## config.mk

```make
export PLATFORM = sky130hd
export DESIGN_NAME = multi_edge_detect
export DESIGN_NICKNAME = d
export VERILOG_FILES = /design/src/rtl/edge_detect_pkg.sv /design/src/rtl/edge_chan.sv /design/src/rtl/multi_edge_detect.sv
export SDC_FILE = /design/constraint.sdc
export NUM_CORES = 1
export LEC_CHECK = 0
export CAP_MARGIN = 20
export CORE_ASPECT_RATIO = 0.7
export CORE_UTILIZATION = 56
export CTS_CLUSTER_SIZE = 10
export DETAILED_ROUTE_END_ITERATION = 6
export HOLD_SLACK_MARGIN = 0.12
export PLACE_DENSITY = 0.85
export SLEW_MARGIN = 40
export SYNTH_ARGS = -nofsm -noshare
export SYNTH_HDL_FRONTEND = slang
export SYNTH_SLANG_ARGS = --single-unit
```

## constraint.sdc

```tcl
create_clock -name clk -period 3.15 [get_ports clk]
set_clock_uncertainty 0.15 [all_clocks]
set_input_delay 0.63 -clock clk [delete_from_list [all_inputs] [get_ports clk]]
set_output_delay 0.63 -clock clk [all_outputs]
set_load 0.05 [all_outputs]
```

## src/rtl/edge_detect_pkg.sv

```systemverilog
// rtl/edge_detect_pkg.sv - shared edge-select codes and elaboration helpers for multi_edge_detect
package edge_detect_pkg;

  localparam logic [1:0] EDGE_RISE = 2'b00;
  localparam logic [1:0] EDGE_FALL = 2'b01;
  localparam logic [1:0] EDGE_BOTH = 2'b10;
  localparam logic [1:0] EDGE_NONE = 2'b11;

  // Number of bits needed to hold values 0..value-1; returns 0 for value <= 1.
  function automatic int clog2(input int value);
    int result;
    int v;
    result = 0;
    v = value - 1;
    while (v > 0) begin
      result = result + 1;
      v = v >> 1;
    end
    return result;
  endfunction

endpackage

```

## src/rtl/edge_chan.sv

```systemverilog
// rtl/edge_chan.sv - one channel: synchroniser, persistence filter, edge detect, saturating counter
module edge_chan
  import edge_detect_pkg::*;
#(
  parameter int SYNC_STAGES = 2,
  parameter int FILT_LEN    = 0,
  parameter int CNT_W       = 16
) (
  input  logic             clk,
  input  logic             rst_n,
  input  logic             in,
  input  logic [1:0]       mode,
  input  logic             en,
  input  logic             clr,
  output logic             out,
  output logic             level,
  output logic [CNT_W-1:0] count
);

  // The filter counter needs clog2(FILT_LEN+1) bits; keep at least one bit so
  // the bypass case (FILT_LEN=0) still elaborates a legal vector.
  localparam int FW_RAW = clog2(FILT_LEN + 1);
  localparam int FW     = (FW_RAW < 1) ? 1 : FW_RAW;
  localparam logic [FW-1:0] FILT_MAX = FW'(FILT_LEN);

  logic [SYNC_STAGES-1:0] sync_q;
  logic                   s;
  logic [FW-1:0]          fcnt;
  logic                   accept;
  logic                   rise;
  logic                   fall;
  logic                   qualify;
  logic                   fire;
  logic                   sat;

  assign s      = sync_q[SYNC_STAGES-1];
  assign accept = (s != level) && (fcnt == FILT_MAX);
  assign rise   = accept & s;
  assign fall   = accept & ~s;
  assign fire   = qualify & en;
  assign sat    = &count;

  // Resynchronise the asynchronous input through a plain shift chain.
  always_ff @(posedge clk or negedge rst_n) begin
    if (!rst_n) begin
      sync_q <= '0;
    end else begin
      sync_q <= {sync_q[SYNC_STAGES-2:0], in};
    end
  end

  // Persistence filter: a mismatch must survive FILT_LEN+1 cycles before level follows.
  always_ff @(posedge clk or negedge rst_n) begin
    if (!rst_n) begin
      fcnt  <= '0;
      level <= 1'b0;
    end else if (s == level) begin
      fcnt <= '0;
    end else if (accept) begin
      fcnt  <= '0;
      level <= s;
    end else begin
      fcnt <= fcnt + 1'b1;
    end
  end

  // Edge qualification against the run-time mode, evaluated on the accepting edge.
  always_comb begin
    qualify = 1'b0;
    case (mode)
      EDGE_RISE: qualify = rise;
      EDGE_FALL: qualify = fall;
      EDGE_BOTH: qualify = rise | fall;
      EDGE_NONE: qualify = 1'b0;
      default:   qualify = 1'b0;
    endcase
  end

  // Registered one-cycle pulse; clr deliberately has no effect here.
  always_ff @(posedge clk or negedge rst_n) begin
    if (!rst_n) begin
      out <= 1'b0;
    end else begin
      out <= fire;
    end
  end

  // Saturating edge counter; clr takes priority over a coincident increment.
  always_ff @(posedge clk or negedge rst_n) begin
    if (!rst_n) begin
      count <= '0;
    end else if (clr) begin
      count <= '0;
    end else if (fire && !sat) begin
      count <= count + 1'b1;
    end
  end

endmodule

```

## src/rtl/multi_edge_detect.sv

```systemverilog
// rtl/multi_edge_detect.sv - N-channel filtered edge detector with per-channel saturating counters
module multi_edge_detect
  import edge_detect_pkg::*;
#(
  parameter int N_CH        = 4,
  parameter int SYNC_STAGES = 2,
  parameter int FILT_LEN    = 0,
  parameter int CNT_W       = 16
) (
  input  logic                  clk,
  input  logic                  rst_n,
  input  logic [N_CH-1:0]       in,
  input  logic [1:0]            mode,
  input  logic                  en,
  input  logic                  clr,
  output logic [N_CH-1:0]       out,
  output logic [N_CH-1:0]       level,
  output logic                  any_edge,
  output logic [N_CH*CNT_W-1:0] count
);

  // Channels share only clock, reset and the global controls.
  for (genvar k = 0; k < N_CH; k++) begin : g_chan
    edge_chan #(
      .SYNC_STAGES(SYNC_STAGES),
      .FILT_LEN   (FILT_LEN),
      .CNT_W      (CNT_W)
    ) u_chan (
      .clk  (clk),
      .rst_n(rst_n),
      .in   (in[k]),
      .mode (mode),
      .en   (en),
      .clr  (clr),
      .out  (out[k]),
      .level(level[k]),
      .count(count[k*CNT_W +: CNT_W])
    );
  end

  assign any_edge = |out;

endmodule

```

; ---- Word-level counts from Yosys, hierarchy flattened
; Cells that the tools add are included.
[word_totals]
regBits = 84
latch_bits = 0
mem_bits_rw = 0
romBits = 0
input_bits = 10
out_inout_bits = 73
memories = 0
[op_classes]
add_sub_neg = 8
n_mul = 0
div = 0
magnitude_cmp = 0
n_eq_ne = 11
shift = 0
muxes = 20
bitwise_logic = 28
reduce_logical = 26
[op_table]
columns = op, count
row1 = $mux 16, 8
row2 = $add 16x1->16 const B, 4
row3 = $reduce_and 16->1, 4
row4 = $pmux 1 s4, 4
row5 = $and 1x1->1, 12
row6 = $not 1->1, 12
row7 = $logic_and 1x1->1, 8
row8 = $mux 1, 8
row9 = $reduce_and 2->1, 4
row10 = $reduce_bool 2->1, 4
row11 = $add 1x1->1 const B, 4
row12 = $eq 1x1->1, 4
row13 = $eq 2x2->1 const B, 2
row14 = $logic_not 1->1, 4
row15 = $ne 1x1->1, 4
row16 = $or 1x1->1, 4
row17 = $reduce_or 4->1, 1
row18 = $eq 2x1->1 const B, 1
row19 = $logic_not 2->1, 1

; ---- Longest topological paths before layout
; Gate-level depths: netlist (run 1).
[logic_depth]
ltp_word = 9
mapped_depth = 8
depth_no_buf = 6

; ---- Cells and area by module
; A second synthesis (run 1) with hierarchy kept.
[unflattened]
hier_cells = 405
hier_area_um2 = 4361.7
[modules_own_cells]
columns = module, n_inst, cells_per_inst, area_each_um2, seq_area_each_um2
row1 = edge_chan, 4, 101, 1088.5, 525.5
row2 = multi_edge_detect, 1, 1, 7.5, 0.0

; ---- Worst setup path after synthesis (run 1)
; Ideal clock, no wire load.
[synth_timing]
path_kind = register to register
from = register g_chan[1].u_chan.count[0]
to = register g_chan[1].u_chan.count[11]
t_arrival_ns = 2.166
t_required_ns = 2.922
path_slack_ns = 0.756
path_stages_with_launch = 7
synth_period_minus_slack_ns = 2.394
cell_sequence = dfrtp_1 -> ha_1 -> nand2_1 -> nor2_1 -> a211o_2 -> or4_1 -> a21oi_1
[synth_via]
elab_chain_len = 4
elab_cells_between_ends = 7
cone_classes = add/sub (1) / mux (2) / reduce/logical (4)
[synth_rtl]
columns = element, line
row1 = start: declaration, edge_chan.sv:17  ; output logic [CNT_W-1:0] count
row2 = start signal: assignment, edge_chan.sv:95  ; count <= count + 1'b1;
row3 = branches (longest 4 deep; another with $add 16x1->16), -
; Several ways; the timed one is not identified. The select of a mux whose other input is x is not followed.
; A chain may end at the register's enable or synchronous reset.

; ---- Worst setup path in the final report (run 1)
[layout_timing]
from = input mode[0]
to = register g_chan[1].u_chan.count[11]
[layout_via]
elab_chain_len = 5
elab_cells_between_ends = 8
cone_classes = eq/ne (3) / mux (1) / bitwise (1) / reduce/logical (3)
[layout_rtl]
columns = element, line
row1 = start: declaration, multi_edge_detect.sv:13  ; input logic [1:0] mode,
row2 = $eq 2x2->1 (tied with other cells), edge_chan.sv:70  ; case (mode)
row3 = $pmux 1 s4 (*), edge_chan.sv:70
row4 = $and 1x1->1 (*), edge_chan.sv:40  ; assign fire = qualify & en;
row5 = $logic_and 1x1->1 (*), edge_chan.sv:94  ; end else if (fire && !sat) begin
row6 = $reduce_bool 2->1 (no source line) (*), -
; Mark *: on every way between the ends. The rest lies on a longest branch, timed or not.

==> results of run 1 <==
==> worst max-delay path: cells and delay by family <==
kind | cells | cell delay [ps]
AOI/OAI and AO/OA | 3 | 640
buffers and inverters | 2 | 890
and+or+nand+nor | 2 | 780
==> cell usage after synthesis, types with 4 or more instances <==
cell / instances / share of area, %
dfrtp_1: 84 / 49
nor2_1: 51 / 4.5
a21oi_1: 22 / 2.6
nand2_1: 21 / 1.8
nand3_1: 21 / 2.4
xnor2_1: 19 / 3.9
nand4_1: 15 / 2.2
o21ai_0: 15 / 1.7
or3_1: 15 / 2.2
xor2_1: 15 / 3.1
inv_1: 12 / 1.0
clkbuf_1: 11 / 0.96
nor4_1: 10 / 1.5
buf_4: 8 / 1.4
mux2_2: 7 / 1.8
nor3_1: 7 / 0.82
o211ai_1: 7 / 1.2
o31ai_1: 7 / 1.2
or4_1: 7 / 1.2
and3_1: 5 / 0.73
mux2i_1: 5 / 1.2
nor2b_1: 5 / 0.73
ha_1: 4 / 1.2
nand2b_1: 4 / 0.58
nor4bb_1: 4 / 0.93
==> kinds of logic after synthesis <==
kind of cell | share of synthesized area, %
AOI/OAI and AO/OA | 12.0
xor gates and xnor gates | 6.93
adders and majority gates | 1.16
buffers and inverters | 4.16
DFF | 48.9
muxes | 3.00
other | 0.0873
and+or+nand+nor | 23.7
==> power groups by stage <==
stage	sequential (mW)	clock, mW	combinational [mW]
final	1.11	0.897	0.157
after global placement	1.13	0	0.155
after global routing	1.11	0.958	0.169
after CTS	1.11	0.910	0.159
after detailed placement	1.13	0	0.158
after floorplan	1.14	0	0.0918
==> worst max path at each step <==
stage,startpoint,endpoint,slack [ps],cells after the start
2_1_floorplan,g_chan[1].u_chan.count[0]$_DFFE_PN0P_,g_chan[1].u_chan.count[11]$_DFFE_PN0P_,760,6
3_3_place_gp,mode[0],g_chan[1].u_chan.count[11]$_DFFE_PN0P_,150,7
3_5_place_dp,mode[0],g_chan[1].u_chan.count[11]$_DFFE_PN0P_,100,7
4_1_cts,g_chan[0].u_chan.out$_DFF_PN0_,any_edge,330,2
5_1_grt,mode[0],g_chan[1].u_chan.count[11]$_DFFE_PN0P_,210,7
6_report,mode[0],g_chan[1].u_chan.count[11]$_DFFE_PN0P_,320,7
==> metal layers <==
layer / global-route usage (%) / share of wire, %
met5: 0 / 0
met4: 9.44 / 1.7
met3: 7.19 / 6.6
met2: 42.6 / 48
met1: 35.3 / 44
==> registers in the layout, summed over array words and instances (netlist names) <==
signal / flops
g_chan.u_chan.fcnt: 4
g_chan.u_chan.sync_q: 8
g_chan.u_chan.level: 4
g_chan.u_chan.out: 4
g_chan.u_chan.count: 64
==> stage by stage <==
step	utilization, %	setup slack (ps)	hold slack, ps	power [mW]
2_1_floorplan	-	756	181	1.23
3_3_place_gp	70.1	150	186	1.28
3_5_place_dp	70.2	96.8	186	1.29
4_1_cts	73.4	325	195	2.18
5_1_grt	73.5	212	190	2.24
6_report	73.5	323	134	2.17
==> final cells by class <==
cell class	instances	area [um^2]
repair buffers	88	865
clock inverters	3	67.6
clock buffers	13	169
well taps	98	123
multi-input cells	310	2030
flip-flops and latches	84	2100
inverters	12	45.0
fillers	537	1950
==> out/qor.yml, run 1 <==
synth:
  synth_cells: 426
  ys_warn_count: 0
  synth_ff_type: "dfrtp_1"
  synth_seq_cells: 84
  yosysSeqAreaShare_pct: 48.9
  ys_types: 54
  synthArstFlopShare_pct: 100
  synth_edf_count: 0
  netlist_area_um2: 4300
  synth.avg_cell_area_um2: 10.1
clock_tree:
  clk_pin_slew_ps: 80
  postCtsSetupRepairBufs: 0
  cts_hold_buf: 0
  clock-sinks: 84
  cts_buffer_depth: 2
  cts-root-buf: "clkbuf_8"
  clock_latency_ps: 360
  cts_tree: "done"
  cts.repair.resized: 0
  cts_max_level: 3
  numCtsBuffers: 9
route:
  drtIter0Drc: 218
  drc: 0
  vias: 3675
  wirelength_um: 10100
  drt_pass1_iterations: 4
  wl_per_cell_um: 16.6
  drt-vias-per-instance: 6.04
  drtAntennaViolNets: 0
finish:
  final_cells: 608
  final_nets: 519
  area_delta_synth_final_pct: 25.8
  diodes: 0
  design_area_um2: 5400
  most-common-layout-cells: "dfrtp_1 (84), clkdlybuf4s50_1 (80), nor2_1 (51)"
  final_common_cell: "dfrtp_1"
  final_layout_size_suffix_gt1_share_pct: 8.82
setup_path:
  timing.rr.start: "g_chan[1].u_chan.count[0]$_DFFE_PN0P_"
  crit_fanout: 11
  crit_type: "input pin to flip-flop"
  path_cells: "clkdlybuf4s50_1 -> nor4bb_1 -> o311ai_1 -> buf_4 -> a211o_2 -> or4_1 -> a21oi_1"
  r2r_end: "g_chan[1].u_chan.count[11]$_DFFE_PN0P_"
  slowest_stage: "clkdlybuf4s50_1"
  end_kind: "flip-flop"
  reg2reg_depth: 6
  worst_ep_required_time_ps: 3280
  cpPeakStageDelay_ps: 690
  critPathLaunchType: "input pin"
  cp_data_arrival_time_ps: 2960
  reg2reg_slack_ps: 790
global_routing:
  grt_usage_pct: 26.5
  grt_pass1_vias: 3461
  gr-total-overflow: 0
  grt_start_max_net_pins: 85
  grt_pass1_wl_um: 16400
  antenna_found_initial: 0
power_and_ir_drop:
  peakVddDrop_mv: 0.197
  p_leak_nw: 2.09
  p_sw_share_pct: 23.4
  p_per_area_nw_per_um2: 401
  power.share.clock_pct: 41.5
  comb_power_share_pct: 7.3
  p_seq_share_pct: 51.3
  p_int_mw: 1.66
  netSwitchingPower_mw: 0.507
floorplanning:
  dieArea_um2: 8030
  start_util_pct: 58.4
  die_width_um: 107
  pin_count: 83
  die_y_um: 75.3
  rows: 26
  core_area_um2: 7350
sta:
  finalCritPeriodShare_pct: 89.8
  hold_viol_final: 0
  max_freq_mhz: 354
  slew_headroom_pct: 45.5
  worst_pin_slew_ps: 817
  final-setup-viol-count: 0
  rsz0062_at_grt: "no"
  setup_tns_ps: 0
  finalMaxSlewViolations: 0
  fin_crit_ps: 2830
status:
  status: "complete, no violations"
placement:
  place_hpwl_um: 6730
  dpl.cell_count: 592
  place_congestion: 0.844
  port_buffers: 82
  place_area_um2: 5160
worst_hold_path:
  worstHoldPathType: "input pin to asynchronous set/reset pin"
run:
  drv_cap: 0
Power figures use the tool's default switching activity.
==> run 2, diff against run 1 <==
--- a/config.mk
+++ b/config.mk
@@ -8,6 +8,7 @@
 export CAP_MARGIN = 20
 export CORE_ASPECT_RATIO = 0.7
 export CORE_UTILIZATION = 56
+export CTS_CLUSTER_DIAMETER = 80
 export CTS_CLUSTER_SIZE = 10
 export DETAILED_ROUTE_END_ITERATION = 6
 export HOLD_SLACK_MARGIN = 0.12
==> results of run 2 <==
The final DEF is identical to that of run 1; final timing and power are the same.
